==> config.mk <==
export PLATFORM = sky130hd
export DESIGN_NAME = fetch_unit
export DESIGN_NICKNAME = d
export VERILOG_FILES = /design/src/rtl/fetch_unit.sv
export SDC_FILE = /design/constraint.sdc
export NUM_CORES = 1
export LEC_CHECK = 0
export CAP_MARGIN = 15
export CORE_ASPECT_RATIO = 0.9
export CORE_MARGIN = 3
export CORE_UTILIZATION = 48
export DETAILED_ROUTE_END_ITERATION = 12
export PLACE_DENSITY = 0.88
export SYNTH_ARGS = -nofsm -noshare
export SYNTH_HDL_FRONTEND = slang
export SYNTH_SLANG_ARGS = --single-unit
==> constraint.sdc <==
create_clock -name clk -period 5.3 [get_ports clk]
set_input_delay 0.53 -clock clk [delete_from_list [all_inputs] [get_ports clk]]
set_output_delay 0.53 -clock clk [all_outputs]
set_load 0.005 [all_outputs]
==> src/rtl/fetch_unit.sv <==
// fetch_unit: instruction-fetch stage of the five-stage MIPS core.
// Holds the PC, drives the instruction memory address and loads the IF/ID
// pipeline register. Redirects from the ID stage (jr, jal, taken beq) take
// effect with one branch delay slot and no squash.
// Optional feature: define FETCH_ALIGN_CHECK_EN to halt on a misaligned PC.
module fetch_unit #(
    parameter logic [31:0] PC_RESET       = 32'h0000_3000,
    parameter int          IM_DEPTH_WORDS = 4096
) (
    input  logic        clk,
    input  logic        reset_n,
    input  logic        stall,
    input  logic        id_isJr,
    input  logic        id_isJal,
    input  logic        id_isBranch,
    input  logic        id_br_taken,
    input  logic [15:0] id_imm,
    input  logic [25:0] id_ins_index,
    input  logic [31:0] id_rs_val,
    output logic [31:0] im_addr,
    input  logic [31:0] im_rdata,
    output logic [31:0] ifid_ins,
    output logic [31:0] ifid_pc,
    output logic        ifid_valid,
    output logic        halted,
    output logic [1:0]  halt_cause
);

    typedef enum logic {
        RUN  = 1'b0,
        HALT = 1'b1
    } fetchState_t;

    // One past the last legal fetch address, kept 33 bits wide so the
    // upper bound never wraps.
    localparam logic [32:0] IM_END = {1'b0, PC_RESET} + 33'(IM_DEPTH_WORDS) * 33'd4;

    fetchState_t r_state;
    fetchState_t w_nextState;
    logic [31:0] r_pc;
    logic [31:0] r_ifidIns;
    logic [31:0] r_ifidPc;
    logic        r_ifidValid;
    logic [1:0]  r_haltCause;

    logic [31:0] w_nextPc;
    logic [31:0] w_nextIns;
    logic [31:0] w_nextIfidPc;
    logic        w_nextValid;
    logic [1:0]  w_nextCause;

    logic [31:0] w_ifidPcPlus4;
    logic [31:0] w_brOffset;
    logic [31:0] w_targetPc;
    logic        w_outOfRange;
    logic        w_misaligned;
    logic        w_haltFetch;

    assign w_ifidPcPlus4 = r_ifidPc + 32'd4;
    assign w_brOffset    = {{14{id_imm[15]}}, id_imm, 2'b00};
    assign w_outOfRange  = ({1'b0, r_pc} < {1'b0, PC_RESET}) || ({1'b0, r_pc} >= IM_END);

`ifdef FETCH_ALIGN_CHECK_EN
    assign w_misaligned = (r_pc[1:0] != 2'b00);
`else
    assign w_misaligned = 1'b0;
`endif

    assign w_haltFetch = w_outOfRange | w_misaligned;

    // Pick the next PC; ID-stage redirects only count for a real IF/ID instruction.
    always_comb begin
        w_targetPc = r_pc + 32'd4;
        if (r_ifidValid) begin
            if (id_isJr) begin
                w_targetPc = id_rs_val;
            end else if (id_isJal) begin
                w_targetPc = {w_ifidPcPlus4[31:28], id_ins_index, 2'b00};
            end else if (id_isBranch && id_br_taken) begin
                w_targetPc = w_ifidPcPlus4 + w_brOffset;
            end
        end
    end

    // Next-state and next-register values for the RUN/HALT controller.
    always_comb begin
        w_nextState  = r_state;
        w_nextPc     = r_pc;
        w_nextIns    = r_ifidIns;
        w_nextIfidPc = r_ifidPc;
        w_nextValid  = r_ifidValid;
        w_nextCause  = r_haltCause;
        case (r_state)
            RUN: begin
                if (!stall) begin
                    if (w_haltFetch) begin
                        w_nextIns   = 32'd0;
                        w_nextValid = 1'b0;
                        w_nextCause = {w_misaligned, w_outOfRange};
                        w_nextState = HALT;
                    end else begin
                        w_nextIns    = im_rdata;
                        w_nextIfidPc = r_pc;
                        w_nextValid  = 1'b1;
                        w_nextPc     = w_targetPc;
                    end
                end
            end
            HALT: begin
                w_nextIns   = 32'd0;
                w_nextValid = 1'b0;
            end
            default: begin
                w_nextState = RUN;
            end
        endcase
    end

    // State and pipeline registers with synchronous active-low reset.
    always_ff @(posedge clk) begin
        if (!reset_n) begin
            r_state     <= RUN;
            r_pc        <= PC_RESET;
            r_ifidIns   <= 32'd0;
            r_ifidPc    <= 32'd0;
            r_ifidValid <= 1'b0;
            r_haltCause <= 2'b00;
        end else begin
            r_state     <= w_nextState;
            r_pc        <= w_nextPc;
            r_ifidIns   <= w_nextIns;
            r_ifidPc    <= w_nextIfidPc;
            r_ifidValid <= w_nextValid;
            r_haltCause <= w_nextCause;
        end
    end

    assign im_addr    = r_pc;
    assign ifid_ins   = r_ifidIns;
    assign ifid_pc    = r_ifidPc;
    assign ifid_valid = r_ifidValid;
    assign halted     = (r_state == HALT);
    assign halt_cause = r_haltCause;

endmodule

==> impl_metrics.prom, run 1 <==
# TYPE chip_impl_metric gauge
chip_impl_info{name="outcome",value="finished clean"} 1
chip_impl_info{name="cts_root_buffer",value="sky130_fd_sc_hd__clkbuf_16"} 1
chip_impl_metric{name="clk_latency",unit="ns"} 0.37
chip_impl_metric{name="cp.arrival",unit="ns"} 4.44
chip_impl_metric{name="timing.critical_path.required",unit="ns"} 5.57
chip_impl_metric{name="vias_per_cell",unit=""} 6.20
chip_impl_metric{name="drv_cap",unit=""} 0
chip_impl_metric{name="cts-buffers-inserted",unit=""} 9
chip_impl_info{name="capturing_element_type_of_the_critical_path",value="register"} 1
chip_impl_metric{name="worstMarginPinSlew",unit="ns"} 0.801
chip_impl_metric{name="count_of_buffers_from_port_buffering",unit=""} 211
chip_impl_metric{name="core-area",unit="um^2"} 13700
chip_impl_info{name="dominantRegCellSynth",value="sky130_fd_sc_hd__dfxtp_1"} 1
chip_impl_metric{name="grt_pass1_vias",unit=""} 7528
chip_impl_metric{name="die-area",unit="um^2"} 15900
chip_impl_metric{name="total_inserted_antenna_cells",unit=""} 0
chip_impl_metric{name="globalplace.congestion",unit=""} 0.964
chip_impl_metric{name="cts_resized",unit=""} 0
chip_impl_metric{name="postSynthAreaPerCell",unit="um^2"} 7.59
chip_impl_metric{name="clock_skew",unit="ns"} 0.0105
chip_impl_metric{name="cts.path.max_buffers",unit=""} 2
chip_impl_metric{name="global_route.overflow_total",unit=""} 0
chip_impl_metric{name="drt_pass1_iterations",unit=""} 5
chip_impl_metric{name="antenna_left",unit=""} 0
chip_impl_info{name="crit_type",value="reg -> reg"} 1
chip_impl_metric{name="placement.setup.worst_slack",unit="ns"} 1.28
chip_impl_metric{name="postSynthNetCount",unit=""} 1062
chip_impl_metric{name="top_level_ports",unit=""} 213
chip_impl_metric{name="worst_slack",unit="ns"} 1.13
chip_impl_metric{name="period_needed",unit="ns"} 4.17
chip_impl_metric{name="timing.final.crit_share",unit=""} 0.787
chip_impl_metric{name="mappedNetlistArea",unit="um^2"} 6920
chip_impl_metric{name="grt_use_total",unit=""} 0.314
chip_impl_metric{name="synth_warnings",unit=""} 0
chip_impl_metric{name="initial_core_util",unit=""} 0.504
chip_impl_info{name="unrepaired_setup_endpoints_after_global_routing",value="false"} 1
chip_impl_metric{name="r2r_slack",unit="ns"} 1.13
chip_impl_info{name="commonest_cells_after_routing_fill_and_taps_aside",value="sky130_fd_sc_hd__clkdlybuf4s50_1, sky130_fd_sc_hd__dfxtp_1, sky130_fd_sc_hd__nor2_1"} 1
chip_impl_metric{name="grt_max_degree",unit=""} 63
chip_impl_info{name="mostFrequentLayoutCell",value="sky130_fd_sc_hd__clkdlybuf4s50_1"} 1
chip_impl_info{name="worst_hold_path_type",value="reg -> reg"} 1
chip_impl_metric{name="slew-limit-headroom",unit=""} 0.466
chip_impl_metric{name="report.final.setup_viol",unit=""} 0
chip_impl_metric{name="p_leak",unit="nW"} 3.62
chip_impl_metric{name="worst-path-max-fanout",unit=""} 9
chip_impl_info{name="cts_tree",value="done"} 1
chip_impl_metric{name="instance_count_of_the_mapped_netlist",unit=""} 911
chip_impl_metric{name="die_w",unit="um"} 133
chip_impl_metric{name="detail_route.drc_violations",unit=""} 0
chip_impl_metric{name="peakVddDrop",unit="uV"} 255
chip_impl_info{name="worst_setup_path_start_kind",value="register"} 1
chip_impl_metric{name="cts_sinks",unit=""} 99
chip_impl_metric{name="synth_enable_flop_cells",unit=""} 0
chip_impl_metric{name="detailedRoute.firstIterationViolations",unit=""} 854
chip_impl_metric{name="routed_wirelength",unit="um"} 25900
chip_impl_metric{name="synth.ff_latch_count",unit=""} 99
chip_impl_metric{name="place_hpwl",unit="um"} 19400
chip_impl_metric{name="max_freq",unit="GHz"} 0.240
chip_impl_metric{name="power_density",unit="nW/um^2"} 342
chip_impl_metric{name="totalNegativeSetupSlack",unit="ns"} 0
chip_impl_metric{name="wire_length_of_the_first_global_routing_pass",unit="um"} 40300
chip_impl_metric{name="synth_async_sr_flop_share",unit=""} 0
chip_impl_metric{name="final_layout_size_suffix_gt1_frac",unit=""} 0.0357
chip_impl_metric{name="cts.htree.levels",unit=""} 3
chip_impl_metric{name="areaGrowthSynthToFinish",unit="%"} 35.9
chip_impl_metric{name="die_h",unit="um"} 120
chip_impl_metric{name="yosysSeqAreaShare",unit=""} 0.286
chip_impl_metric{name="vias",unit=""} 7933
chip_impl_metric{name="cts.repair_timing.setup_buffer_count",unit=""} 0
chip_impl_metric{name="rows",unit=""} 40
chip_impl_metric{name="antenna_found_initial",unit=""} 0
chip_impl_metric{name="post_cts_hold_buffer_count",unit=""} 0
chip_impl_metric{name="timing.final.hold_violations",unit=""} 0
chip_impl_metric{name="fin_util",unit=""} 0.686
chip_impl_metric{name="clk_pin_slew",unit="ns"} 0.07
chip_impl_metric{name="final-max-slew-violation-count",unit=""} 0
chip_impl_metric{name="final_nets",unit=""} 1237
chip_impl_metric{name="routed_wire_length_per_instance",unit="um"} 20.3
chip_impl_metric{name="post_synth_num_cell_types",unit=""} 70
-- metrics by stage --
step / total power [mW] / cell area (um^2) / std cells / hold WS (ns)
after floorplan: 1.88 / 6920 / 911 / 0.461
after global placement: 2.52 / 9120 / 1264 / 0.453
after detailed placement: 2.54 / 9120 / 1264 / 0.466
after CTS: 3.19 / 9400 / 1280 / 0.490
after global routing: 3.39 / 9400 / 1280 / 0.517
final: 3.22 / 9400 / 1280 / 0.490
-- Yosys cell counts, types with 3 or more instances --
cell                        n  area share
sky130_fd_sc_hd__a22oi_1   34       0.037
sky130_fd_sc_hd__and4_1     9       0.011
sky130_fd_sc_hd__and2_1     5      0.0045
sky130_fd_sc_hd__o31ai_1   12       0.013
sky130_fd_sc_hd__dfxtp_1   99        0.29
sky130_fd_sc_hd__and3_1    31       0.028
sky130_fd_sc_hd__nand3_1   32       0.023
sky130_fd_sc_hd__nor4_1    12       0.011
sky130_fd_sc_hd__a211oi_1  12       0.013
sky130_fd_sc_hd__inv_1     15      0.0081
sky130_fd_sc_hd__a21oi_1   80       0.058
sky130_fd_sc_hd__a221oi_1   7      0.0089
sky130_fd_sc_hd__a211o_1    3      0.0038
sky130_fd_sc_hd__o21a_1     8      0.0087
sky130_fd_sc_hd__nand2b_1   5      0.0045
sky130_fd_sc_hd__nand4_1   22       0.020
sky130_fd_sc_hd__xor2_1    26       0.033
sky130_fd_sc_hd__o21ai_0   44       0.032
sky130_fd_sc_hd__ha_1      37       0.067
sky130_fd_sc_hd__o21bai_1   5      0.0054
sky130_fd_sc_hd__o211ai_1   8      0.0087
sky130_fd_sc_hd__nand2_1   94       0.051
sky130_fd_sc_hd__buf_2     11      0.0080
sky130_fd_sc_hd__nor3_1    24       0.017
sky130_fd_sc_hd__or3_1      5      0.0045
sky130_fd_sc_hd__or4_1      3      0.0033
sky130_fd_sc_hd__nor2b_1    4      0.0036
sky130_fd_sc_hd__a31oi_1   10      0.0090
sky130_fd_sc_hd__nor2_1    96       0.052
sky130_fd_sc_hd__xnor2_1   42       0.053
sky130_fd_sc_hd__a21o_1    15       0.016
sky130_fd_sc_hd__o22ai_1   11      0.0099
sky130_fd_sc_hd__clkbuf_1  44       0.024
-- final timing paths --
path / startpoint / end / cells after the start
worst min-delay path: ifid_pc[1]$_SDFFE_PN0P_ / ifid_pc[1]$_SDFFE_PN0P_ / 2
worst max register to register: ifid_pc[4]$_SDFFE_PN0P_ / im_addr[31]$_SDFFE_PN0P_ / 15
worst min register to register: ifid_pc[1]$_SDFFE_PN0P_ / ifid_pc[1]$_SDFFE_PN0P_ / 2
worst max-delay path: ifid_pc[4]$_SDFFE_PN0P_ / im_addr[31]$_SDFFE_PN0P_ / 15
-- routing by layer --
metal  share of wire  global-route usage
met1            0.41               0.418
met2            0.45               0.496
met3            0.10              0.0763
met4           0.038               0.118
met5               0                   0
-- sequential cells by signal, summed over array words and instances (netlist names) --
register,cells
im_addr,32
ifid_ins,32
halt_cause,1
halted,1
ifid_valid,1
ifid_pc,32
-- critical path, stage by stage (launching register included) --
cell and delay, ns:
sky130_fd_sc_hd__dfxtp_1 0.45, sky130_fd_sc_hd__and4_1 0.32, sky130_fd_sc_hd__and3_1 0.24, sky130_fd_sc_hd__nand2_1 0.15, sky130_fd_sc_hd__nor2_1 0.23, sky130_fd_sc_hd__nand3_1 0.12
sky130_fd_sc_hd__xnor2_1 0.15, sky130_fd_sc_hd__ha_1 0.45, sky130_fd_sc_hd__nand4_1 0.18, sky130_fd_sc_hd__nor4_1 0.36, sky130_fd_sc_hd__nor4_1 0.14, sky130_fd_sc_hd__a211oi_1 0.50
sky130_fd_sc_hd__o221ai_1 0.24, sky130_fd_sc_hd__xnor2_1 0.22, sky130_fd_sc_hd__a21oi_1 0.10, sky130_fd_sc_hd__o31ai_1 0.22
-- power breakdown --
part           internal, mW  switching, mW  leakage [nW]
registers             0.893          0.183         0.804
clock network         0.346          0.311         0.136
logic                 0.674          0.812          2.68
total                  1.91           1.31          3.62
-- kinds of logic (layout without fill, tap and decap cells) --
family                   Yosys count  after routing  synth area share
AND/OR/NAND/NOR                  351            351             0.248
AO/OA/AOI/OAI                    279            279             0.265
flip-flops                        99             99             0.286
buffers and inverters             74            254            0.0432
XOR/XNOR                          68             68            0.0861
adder cells (fa/ha/maj)           38             38            0.0698
other                              1              1          0.000542
multiplexers                       1              1           0.00145
-- area by class of cell --
class | count | area (um^2)
inverters | 16 | 60.1
clock inverters | 3 | 21.3
fillers | 1191 | 4310
well taps | 189 | 236
multi-input cells | 738 | 4650
flip-flops and latches | 99 | 1980
clock buffers | 13 | 260
repair buffers | 222 | 2190
Note: power is estimated with default switching activity, not from simulation.
==> run 2: changes to the inputs <==
--- a/config.mk
+++ b/config.mk
@@ -8,9 +8,9 @@
 export CAP_MARGIN = 15
 export CORE_ASPECT_RATIO = 0.9
 export CORE_MARGIN = 3
-export CORE_UTILIZATION = 48
+export CORE_UTILIZATION = 43
 export DETAILED_ROUTE_END_ITERATION = 12
-export PLACE_DENSITY = 0.88
+export PLACE_DENSITY = 0.83
 export SYNTH_ARGS = -nofsm -noshare
 export SYNTH_HDL_FRONTEND = slang
 export SYNTH_SLANG_ARGS = --single-unit
==> constraint.sdc (replaced) <==
create_clock -name clk -period 3.8 [get_ports clk]
set_input_delay 0.38 -clock clk [delete_from_list [all_inputs] [get_ports clk]]
set_output_delay 0.38 -clock clk [all_outputs]
set_load 0.005 [all_outputs]
==> run 2 against run 1 <==
  * Worst hold slack got worse by 0.015 ns
  * Sequential power increased by 35%
  * Largest cell class unchanged
  * Count of clock-buffer cells in the layout decreased by 4
  * Critical endpoint unchanged
  * Sequential share of layout area decreased by 0.58 points
  * Utilization decreased by 6.6 points
  * First-iteration DRC count decreased by 8.7%
  * Highest routed layer unchanged
==> impl_metrics.prom, run 2 (synthesized netlist as in run 1, its figures left out) <==
# TYPE chip_impl_metric gauge
chip_impl_metric{name="fin_util",unit=""} 0.620
chip_impl_metric{name="place_hpwl",unit="um"} 19800
chip_impl_metric{name="global_route.overflow_total",unit=""} 0
chip_impl_metric{name="globalplace.congestion",unit=""} 0.992
chip_impl_metric{name="grt_pass1_vias",unit=""} 7494
chip_impl_metric{name="antenna_found_initial",unit=""} 0
chip_impl_metric{name="routed_wirelength",unit="um"} 26200
chip_impl_metric{name="clock_skew",unit="ns"} 0.0114
chip_impl_metric{name="areaGrowthSynthToFinish",unit="%"} 39.7
chip_impl_metric{name="power_density",unit="nW/um^2"} 475
chip_impl_metric{name="clk_pin_slew",unit="ns"} 0.08
chip_impl_metric{name="drt_pass1_iterations",unit=""} 5
chip_impl_metric{name="worst-path-max-fanout",unit=""} 6
chip_impl_metric{name="timing.critical_path.required",unit="ns"} 4.08
chip_impl_metric{name="max_freq",unit="GHz"} 0.275
chip_impl_metric{name="total_power",unit="mW"} 4.59
chip_impl_metric{name="total_inserted_antenna_cells",unit=""} 0
chip_impl_metric{name="fillerInstances",unit=""} 1392
chip_impl_metric{name="detailedRoute.firstIterationViolations",unit=""} 780
chip_impl_metric{name="die_h",unit="um"} 126
chip_impl_metric{name="worst_slack",unit="ns"} 0.165
chip_impl_metric{name="drv_cap",unit=""} 0
chip_impl_metric{name="period_needed",unit="ns"} 3.64
chip_impl_info{name="worst_setup_path_start_kind",value="register"} 1
chip_impl_info{name="cts_tree",value="done"} 1
chip_impl_metric{name="peakVddDrop",unit="uV"} 312
chip_impl_metric{name="placement.setup.worst_slack",unit="ns"} 0.0492
chip_impl_metric{name="timing.final.crit_share",unit=""} 0.957
chip_impl_metric{name="vias",unit=""} 8017
chip_impl_info{name="outcome",value="finished clean"} 1
chip_impl_metric{name="grt_use_total",unit=""} 0.286
chip_impl_metric{name="die_w",unit="um"} 140
chip_impl_metric{name="core-area",unit="um^2"} 15600
chip_impl_metric{name="post_cts_hold_buffer_count",unit=""} 0
chip_impl_metric{name="top_level_ports",unit=""} 213
chip_impl_metric{name="final_layout_size_suffix_gt1_frac",unit=""} 0.0692
chip_impl_info{name="mostFrequentLayoutCell",value="sky130_fd_sc_hd__clkdlybuf4s50_1"} 1
chip_impl_metric{name="wire_length_of_the_first_global_routing_pass",unit="um"} 40700
chip_impl_metric{name="clk_latency",unit="ns"} 0.37
chip_impl_metric{name="initial_core_util",unit=""} 0.443
chip_impl_metric{name="detail_route.drc_violations",unit=""} 0
chip_impl_metric{name="rows",unit=""} 43
chip_impl_metric{name="vias_per_cell",unit=""} 6.10
chip_impl_metric{name="count_of_buffers_from_port_buffering",unit=""} 211
chip_impl_info{name="capturing_element_type_of_the_critical_path",value="register"} 1
chip_impl_metric{name="final-max-slew-violation-count",unit=""} 0
chip_impl_metric{name="timing.hold.ws",unit="ns"} 0.475
chip_impl_metric{name="slew-limit-headroom",unit=""} 0.514
chip_impl_info{name="crit_type",value="reg -> reg"} 1
chip_impl_metric{name="routed_wire_length_per_instance",unit="um"} 19.9
chip_impl_metric{name="cts.htree.levels",unit=""} 3
chip_impl_metric{name="antenna_left",unit=""} 0
chip_impl_metric{name="cp.arrival",unit="ns"} 3.92
chip_impl_info{name="worst_hold_path_type",value="reg -> reg"} 1
chip_impl_metric{name="report.final.setup_viol",unit=""} 0
chip_impl_metric{name="grt_max_degree",unit=""} 64
chip_impl_metric{name="cts-buffers-inserted",unit=""} 9
chip_impl_metric{name="p_leak",unit="nW"} 3.75
chip_impl_metric{name="timing.final.hold_violations",unit=""} 0
chip_impl_metric{name="final_nets",unit=""} 1259
chip_impl_info{name="cts_root_buffer",value="sky130_fd_sc_hd__clkbuf_16"} 1
chip_impl_metric{name="cts_sinks",unit=""} 99
chip_impl_metric{name="worstMarginPinSlew",unit="ns"} 0.727
chip_impl_metric{name="cts.path.max_buffers",unit=""} 2
chip_impl_info{name="commonest_cells_after_routing_fill_and_taps_aside",value="sky130_fd_sc_hd__clkdlybuf4s50_1, sky130_fd_sc_hd__dfxtp_1, sky130_fd_sc_hd__nor2_1"} 1
chip_impl_metric{name="die-area",unit="um^2"} 17600
run 2: cell types whose count changed in the layout (fill, tap and decap cells not counted), moves of 3 or more:
cell and delta:
sky130_fd_sc_hd__a211oi_1 -3, sky130_fd_sc_hd__a211oi_2 +3, sky130_fd_sc_hd__buf_4 +22, sky130_fd_sc_hd__inv_8 +4
run 2: per-stage QoR:
stage | area, um^2 | instances | setup TNS [ns]
2_1_floorplan | 6920 | 911 | 0
3_3_place_gp | 9290 | 1297 | 0
3_5_place_dp | 9290 | 1297 | 0
4_1_cts | 9590 | 1313 | -0.0306
5_1_grt | 9670 | 1315 | -0.00201
6_report | 9670 | 1315 | 0
run 2: path summary, 6_finish.rpt:
kind,from,to,slack (ns),cells after the start
setup / recovery,ifid_pc[2]$_SDFFE_PN0P_,im_addr[31]$_SDFFE_PN0P_,0.16,13
hold / removal,halt_cause[0]$_SDFFE_PN0P_,halt_cause[0]$_SDFFE_PN0P_,0.48,2
setup reg to reg,ifid_pc[2]$_SDFFE_PN0P_,im_addr[31]$_SDFFE_PN0P_,0.16,13
hold reg to reg,halt_cause[0]$_SDFFE_PN0P_,halt_cause[0]$_SDFFE_PN0P_,0.48,2
run 2: final cells by class:
| type | count | area [um^2] | area share |
|---|---|---|---|
| Inverter | 16 | 60.1 | 0.00621 |
| Tap cell | 202 | 253 | 0.0261 |
| Clock inverter | 7 | 78.8 | 0.00815 |
| Sequential cell | 99 | 1980 | 0.205 |
| Timing Repair Buffer | 244 | 2360 | 0.244 |
| Clock buffer | 9 | 225 | 0.0233 |
| Multi-Input combinational cell | 738 | 4710 | 0.487 |
run 2: report_power, final:
group / switching [mW] / leakage, nW / internal (mW)
clock network: 0.499 / 0.150 / 0.472
registers: 0.213 / 0.804 / 1.24
logic: 1.18 / 2.79 / 0.978
total: 1.89 / 3.75 / 2.69
run 2: per-layer routing:
layer	GRT usage	share of wire
met1	0.392	0.40
met3	0.0633	0.12
met5	0	0
met2	0.439	0.45
met4	0.115	0.035
run 2: timing repair:
item / CTS / global route
pin swaps: 0 / 4
setup endpoints to repair: 2 / 6
buffers inserted: 0 / 2
gates resized for setup: 0 / 17
run 2: worst max-delay path, cell delays in order, from the launching register on:
cell	delay, ns
sky130_fd_sc_hd__dfxtp_1	0.43
sky130_fd_sc_hd__and2_1	0.25
sky130_fd_sc_hd__and4_2	0.33
sky130_fd_sc_hd__nand4_1	0.14
sky130_fd_sc_hd__xnor2_1	0.17
sky130_fd_sc_hd__ha_1	0.39
sky130_fd_sc_hd__nand4_1	0.29
sky130_fd_sc_hd__nor2_1	0.20
sky130_fd_sc_hd__o211ai_1	0.23
sky130_fd_sc_hd__a211oi_2	0.41
sky130_fd_sc_hd__o221ai_1	0.20
sky130_fd_sc_hd__xnor2_1	0.20
sky130_fd_sc_hd__a21oi_1	0.10
sky130_fd_sc_hd__o31ai_1	0.18
==> patch (config.mk and constraints of run 2) <==
Build with the macro `FETCH_ALIGN_CHECK_EN` defined.
--- a/src/rtl/fetch_unit.sv
+++ b/src/rtl/fetch_unit.sv
@@ -4,4 +4,6 @@
 // effect with one branch delay slot and no squash.
 // Optional feature: define FETCH_ALIGN_CHECK_EN to halt on a misaligned PC.
+`define FETCH_ALIGN_CHECK_EN
+
 module fetch_unit #(
     parameter logic [31:0] PC_RESET       = 32'h0000_3000,
Function: changed (a bounded check fails within 4 cycles, from zero or initial values and one cycle with reset_n low).
==> patch against run 2 <==
Wire length down 1.6%. Area after synthesis shrank 0.80%. Final cell count up 0.46%. Worst setup slack gained 0.052 ns. Utilization up 1.0 points. Sequential cell count increased by 1. Sequential share of layout area hardly changed. Clock skew down 0.0019 ns. Design area up 1.3%. Power shrank 0.68%.
==> patch: results (changes against run 2) <==
final net count=1,265 (+0.48%); gr usage total=28.3% (-0.29 points); layout cells sized above 1=7.95% (+1.0 points); post-DP HPWL=19,500 um (-1.4%); count of buffers from port buffering=212 (+0.47%); Pleak=3.84 nW (+2.5%); most frequent cells after synthesis=dfxtp_1 (100), nand2_1 (100), a21oi_1 (85), nor2_1 (60), clkbuf_1 (40); clock-pin slew on the worst setup and hold paths=0.08 ns (about the same); Sw Pwr=1.81 mW (-4.7%); Peak VDD IR=0.319 mV (+1.9%); syn_area_per_cell=7.69 sq um (+1.3%); Residual DRC=0 (unchanged); dpl cell area=0.00938 sq mm (+0.98%); vias in the first global route=7,438 (-0.75%); Place WS=0.118 ns (+0.0684 ns); Wirelength per Cell=19.5 um (-2.1%); routed wire length=25,700 um (-1.6%); Final Skew=0.00957 ns (-0.00185 ns); Placer Congestion=0.934 (-5.9%); first-pass GRT wire length=40,000 um (-1.7%); max_slew headroom=56.8% (+5.5 points); R2R Setup Slk=0.22 ns (+0.05 ns); largest net degree at the start of global routing=69 (+7.8%); Seq/Total Area, Yosys=29.2% (+0.52 points); critical path endpoint=im_addr[29]; critical path arrival=3.84 ns (-0.08 ns); R2R depth=16 (+3); via count=7,852 (-2.1%); Cells after DPL=1,302 (+0.39%); Fillers=1,366 (-1.9%); crit path from=ifid_pc[5]; Iter 0 DRT Violations=806 (+3.3%); status=complete, no violations; Net Count, Synth=1,043 (-1.8%); Critical Path Fanout Max=7 (+1); synth top area cells=dfxtp_1 (29%), ha_1 (6.7%), a21oi_1 (6.2%)
==> patch: cell types whose count changed after synthesis, sizes merged, moves of 7 or more <==
cell / before / now
nand3: 32 / 40
nor2: 96 / 60
nor2b: 4 / 37
nor3: 24 / 15
o21ai: 46 / 39
o31ai: 12 / 4
xnor2: 42 / 35
==> patch: layout make-up <==
type	count	area, sq um	area share (%)
flip-flops and latches	100	2000	20.5
multi-input cells	727	4680	47.8
inverters	16	60.1	0.613
clock inverters	6	76.3	0.779
repair buffers	260	2480	25.3
clock buffers	10	239	2.44
well taps	202	253	2.58
==> patch: how the worst min path moves through the flow <==
stage,to,cells after the start,from
after floorplan,halt_cause[0],2,halt_cause[0]
after global placement,halt_cause[0],2,halt_cause[0]
after detailed placement,halt_cause[0],2,halt_cause[0]
after CTS,halt_cause[0],2,halt_cause[0]
after global routing,halt_cause[0],2,halt_cause[0]
final,halt_cause[0],2,halt_cause[0]
==> patch: through the flow <==
| stage | hold WS, ns | setup TNS, ns |
|---|---|---|
| finish | 0.490 | 0 |
| global route | 0.512 | -0.120 |
| CTS | 0.488 | 0 |
| detailed placement | 0.474 | 0 |
| global placement | 0.471 | 0 |
| floorplan | 0.466 | 0 |
==> patch: kinds of logic after synthesis <==
family | share of synthesized area [%]
simple gates | 26.2
compound gates | 26.0
flops | 29.2
buf+inv | 3.70
xor+xnor | 7.02
fa+ha+maj | 7.04
mux | 0.912
==> patch: power by group through the flow <==
stage / Combinational, mW / Sequential [mW] / Clock, mW
2_1_floorplan: 1.16 / 1.44 / 0
6_report: 2.11 / 1.45 / 0.997
3_5_place_dp: 2.08 / 1.46 / 0
5_1_grt: 2.29 / 1.47 / 1.05
3_3_place_gp: 2.06 / 1.46 / 0
4_1_cts: 2.09 / 1.44 / 1.01
==> patch: layer usage <==
layer / part of all wire (%) / track usage (%)
met1: 41 / 36.8
met2: 45 / 44.3
met5: 0 / 0
met3: 11 / 9.04
met4: 3.6 / 10.2
==> patch: critical path: stages, from the launching register on <==
cell and delay (ns):
dfxtp_1 0.34, nand4_1 0.23, nor2_2 0.19, nand4_1 0.20, nor2_4 0.22, nand3_1 0.11
xnor2_1 0.14, ha_1 0.29, buf_4 0.17, a21oi_1 0.15, o21ai_1 0.12, nor3b_1 0.21
nand3_1 0.19, a31oi_2 0.23, o21ai_1 0.09, or4_1 0.40, and3_1 0.19
==> patch: what timing repair did <==
item	4_1_cts	5_1_grt
resized for setup	0	19
setup buffers	0	3
endpoints found under the setup margin	0	4
